--- config.mk ---
export PLATFORM = sky130hd
export DESIGN_NAME = pipelined_data_memory
export DESIGN_NICKNAME = d
export VERILOG_FILES = /design/src/rtl/datapath_pkg.sv /design/src/rtl/dmem_ram.sv /design/src/rtl/pipelined_data_memory.sv
export SDC_FILE = /design/constraint.sdc
export NUM_CORES = 2
export LEC_CHECK = 0
export ABC_AREA = 1
export ABC_CLOCK_PERIOD_IN_PS = 5700
export BUFFER_PORTS_ARGS = -buffer_cell sky130_fd_sc_hd__buf_2
export CORE_ASPECT_RATIO = 2
export CORE_MARGIN = 2
export CORE_UTILIZATION = 45
export DETAILED_ROUTE_END_ITERATION = 6
export SYNTH_ARGS = -nofsm -noshare
export SYNTH_HDL_FRONTEND = slang
export SYNTH_SLANG_ARGS = --single-unit
--- constraint.sdc ---
create_clock -name clk -period 5.7 [get_ports clk]
set_clock_uncertainty 0.05 [all_clocks]
set_input_delay 1.71 -clock clk [delete_from_list [all_inputs] [get_ports clk]]
set_output_delay 1.71 -clock clk [all_outputs]
set_load 0.03 [all_outputs]
--- src/rtl/datapath_pkg.sv ---
// rtl/datapath_pkg.sv - shared defaults and FSM state type for the pipelined data memory
package datapath_pkg;

  localparam int DATA_W_DEF     = 8;
  localparam int ADDR_W_DEF     = 8;
  localparam int INIT_VALUE_DEF = 0;

  typedef enum logic {
    ST_INIT = 1'b0,
    ST_RUN  = 1'b1
  } state_t;

endpackage

--- src/rtl/dmem_ram.sv ---
// rtl/dmem_ram.sv - single-port array, synchronous write and registered read
module dmem_ram #(
  parameter int DATA_W = 8,
  parameter int ADDR_W = 8
) (
  input  logic              clk,
  input  logic              reset,
  input  logic              we,
  input  logic              re,
  input  logic [ADDR_W-1:0] addr,
  input  logic [DATA_W-1:0] wdata,
  output logic [DATA_W-1:0] rdata
);

  localparam int DEPTH = 1 << ADDR_W;

  logic [DATA_W-1:0] mem [DEPTH];

  // The array has no reset; only the output register does.
  always_ff @(posedge clk) begin
    if (we) begin
      mem[addr] <= wdata;
    end
  end

  always_ff @(posedge clk or posedge reset) begin
    if (reset) begin
      rdata <= '0;
    end else if (re) begin
      rdata <= mem[addr];
    end
  end

endmodule

--- src/rtl/pipelined_data_memory.sv ---
// rtl/pipelined_data_memory.sv - MEM-stage data memory with 1-cycle loads and zero-fill init sequencer
module pipelined_data_memory
  import datapath_pkg::*;
#(
  parameter int                DATA_W     = DATA_W_DEF,
  parameter int                ADDR_W     = ADDR_W_DEF,
  parameter logic [DATA_W-1:0] INIT_VALUE = DATA_W'(INIT_VALUE_DEF)
) (
  input  logic              clk,
  input  logic              reset,
  input  logic              req_valid,
  input  logic              req_we,
  input  logic [ADDR_W-1:0] req_addr,
  input  logic [DATA_W-1:0] req_wdata,
  output logic              req_ready,
  output logic              rsp_valid,
  output logic [DATA_W-1:0] rsp_rdata,
  output logic              init_done
);

  state_t            state;
  logic [ADDR_W-1:0] cnt;
  logic              accept;
  logic              ram_we;
  logic              ram_re;
  logic [ADDR_W-1:0] ram_addr;
  logic [DATA_W-1:0] ram_wdata;

  assign accept = req_valid && req_ready;

  // During INIT the sequencer owns the port; requests are dropped.
  always_comb begin
    ram_we    = 1'b0;
    ram_re    = 1'b0;
    ram_addr  = req_addr;
    ram_wdata = req_wdata;
    if (state == ST_INIT) begin
      ram_we    = 1'b1;
      ram_addr  = cnt;
      ram_wdata = INIT_VALUE;
    end else if (accept) begin
      ram_we = req_we;
      ram_re = !req_we;
    end
  end

  always_ff @(posedge clk or posedge reset) begin
    if (reset) begin
      state     <= ST_INIT;
      cnt       <= '0;
      req_ready <= 1'b0;
      init_done <= 1'b0;
      rsp_valid <= 1'b0;
    end else begin
      rsp_valid <= accept && !req_we;
      if (state == ST_INIT) begin
        cnt <= cnt + ADDR_W'(1);
        if (cnt == '1) begin
          state     <= ST_RUN;
          req_ready <= 1'b1;
          init_done <= 1'b1;
        end
      end
    end
  end

  dmem_ram #(
    .DATA_W(DATA_W),
    .ADDR_W(ADDR_W)
  ) u_ram (
    .clk  (clk),
    .reset(reset),
    .we   (ram_we),
    .re   (ram_re),
    .addr (ram_addr),
    .wdata(ram_wdata),
    .rdata(rsp_rdata)
  );

endmodule

==> impl_metrics.ini <==
[detailed_routing]
firstDrtPassIters = 5
ant_nets = 0
drtIter0Drc = 5899
wire_per_inst_um = 22.2
routed_wl_um = 241000
remaining_drc_errors = 0
dr_total_vias = 56600
via_per_inst = 5.20

[timing]
fmax_ghz = 0.227
fin_crit_ns = 4.41
post-route-period-util_pct = 77.3
slew_headroom_pct = 25.6
hold_violations = 0
fin_ws_ns = 1.29
fin_tns_setup_ns = 0
rsz0062_at_grt = no
tightest_slew_ns = 1.12
setup_viol = 0
drv_slew = 0

[clocking]
clk_latency_ns = 0.84
cts_resized = 0
cts_tree = done
htree_levels = 4
holdBufCountCts = 0
numCtsBuffers = 190
clk_pin_slew_ns = 0.06
post_cts_buffers = 0
clkSinkCount = 2067
clk_path_buf_depth = 4
cts_root_buf = clkbuf_16

[synthesis]
syn_inst = 8197
synth_nets = 8218
yosysMostFrequentCell = nand2_1
ys_ff_latch = 2067
synth_edf_count = 2048
syn_area_per_cell_um2 = 10.5
synth_top_area_share_pct = 71.5
ys_seq_area_share_pct = 72.1
synth_top_cells_by_count = 4595 x nand2_1, 2048 x edfxtp_1, 586 x nor2_1, 370 x nand3_1, 229 x buf_2
ys_types = 30
synth_area_leaders = edfxtp_1 72%, nand2_1 20%, nor2_1 2.6%, nand3_1 2.2%, buf_2 1.3%
synth_warnings = 0
synthesis.area_mm2 = 0.0860
async_flop_share_pct = 0.919
synth_top_area_cell = edfxtp_1
ys.flop_type = edfxtp_1

[die]
pin_count = 31
rows = 227
core_region_area_mm2 = 0.191
start_util_pct = 45.1
die_x_um = 313
die-area_mm2 = 0.195
dieHeight_um = 622

[hold_path]
hp-class = flop to flop
holdPathStages = 1
min_to = cnt[7]
hp-start = cnt[7]

[global_route]
grt.busiest_layer = met2
grt_pass1_wl_um = 356000
grt_max_degree = 139
met2_usage_pct = 40.1
use_met1_pct = 33.1
antenna_found_initial = 10
grt_overflow = 0
grt_usage_pct = 24.6
gr-usage-met3_pct = 2.97
first_global_vias = 53900

[setup_path]
required_ns = 6.12
path_max_fanout = 17
cp.arrival_ns = 4.83
r2r-start = state
crit_path_end_kind = flop
critPathLaunchType = flop
rr_endpoint = u_ram.mem[10][6]
rr_worst_depth = 6
path_class = flop to flop
worst-r2r-setup-slack_ns = 1.29

[finish]
drive_gt1_share_pct = 6.83
nets = 8232
fillers = 16900
area_delta_synth_final_pct = 11.5

[power]
ir_drop_uv = 263
p_leak_nw = 33.4
p_per_area_mw_per_mm2 = 304

[run_status]
status = completed

[placement]
place_congestion = 1.02
dpl.hpwl_um = 141000
portBuffers = 30
place_ws_ns = 0.703

[flow_run]
drv_cap = 0
[per-stage QoR]
stage / util [%] / area, um^2 / power [mW] / cells / hold WS, ns
after floorplan: - / 86000 / 16.8 / 8197 / 0.408
final: 50.3 / 95900 / 29.1 / 10900 / 0.446
after global routing: 50.3 / 95900 / 29.8 / 10900 / 0.474
after global placement: 47.1 / 89800 / 16.8 / 10500 / 0.434
after CTS: 50.3 / 95900 / 29.3 / 10900 / 0.446
after detailed placement: 47.1 / 89800 / 16.8 / 10500 / 0.438
[kinds of logic (layout without fill, tap and decap cells)]
kind of cell | after synthesis | after routing | synth area share (%)
DFF | 2067 | 2067 | 72.1
xor gates and xnor gates | 5 | 5 | 0.0509
AOI/OAI and AO/OA | 45 | 45 | 0.273
other | 0 | 3 | 0
buffers and inverters | 481 | 642 | 2.48
adders and majority gates | 1 | 1 | 0.0145
and+or+nand+nor | 5598 | 5598 | 25.1
[final cells by class]
| type | count | area, um^2 | area share, % |
|---|---|---|---|
| Clock inverter | 111 | 1120 | 1.17 |
| Timing Repair Buffer | 259 | 2460 | 2.56 |
| Inverter | 44 | 235 | 0.245 |
| Multi-Input combinational cell | 5649 | 22000 | 23.0 |
| Sequential cell | 2067 | 62000 | 64.6 |
| Antenna cell | 3 | 7.51 | 0.00783 |
| Clock buffer | 228 | 4940 | 5.15 |
| Tap cell | 2519 | 3150 | 3.29 |
[layer usage]
metal / part of all wire, % / routed length (um) / up-vias
met5: 0.0041 / 10 / -
met3: 6.5 / 15700 / 469
met1: 41 / 99500 / 27200
li1: - / - / 26900
met4: 4.7 / 11200 / 2
met2: 48 / 115000 / 2057
[state kept, by name (all words and copies together), names as in the netlist]
register,cells
cnt,8
init_done,1
rsp_valid,1
state,1
u_ram.mem,2048
u_ram.rdata,8
[worst max-delay path, cell delays in order, from the launching register on]
cell and delay, ns:
dfrtp_1 0.61, buf_4 0.30, o21ai_0 0.74, inv_1 0.16, nor2_1 0.71, nand2_1 0.64
nor2_1 0.82
[worst max path at each step]
stage                       from                to  slack, ns  cells after the start
global placement     req_addr[1]    u_ram.rdata[6]       0.70                     20
CTS                        state  u_ram.mem[61][6]       1.50                      9
global route               state   u_ram.mem[6][2]       1.15                      6
finish                     state  u_ram.mem[10][6]       1.29                      6
floorplan           req_wdata[0]   u_ram.mem[0][0]       0.36                      2
detailed placement   req_addr[7]  u_ram.mem[34][4]       0.70                      9
[cell usage in the layout (no fill, tap or decap), drive strengths merged]
cell,instances
bufinv,21
inv,50
nor4b,1
or2,12
clkinv,75
o21ai,30
buf,259
a21oi,14
ha,1
nor2,594
nand2,4599
edfxtp,2048
xor2,4
nand3,370
nor3,2
xnor2,1
diode,3
clkinvlp,9
nand4,20
dfrtp,19
o21bai,1
clkbuf,228
[power by group]
| group | leakage (nW) | switching (mW) | internal, mW | total [mW] |
|---|---|---|---|---|
| Sequential | 14.4 | 0 | 16.4 | 16.4 |
| Clock | 2.95 | 5.55 | 7.14 | 12.7 |
| Combinational | 16.1 | 0.00650 | 0.00464 | 0.0112 |
| Total | 33.4 | 5.56 | 23.6 | 29.1 |
No activity file was read; power rests on OpenSTA's default activity.
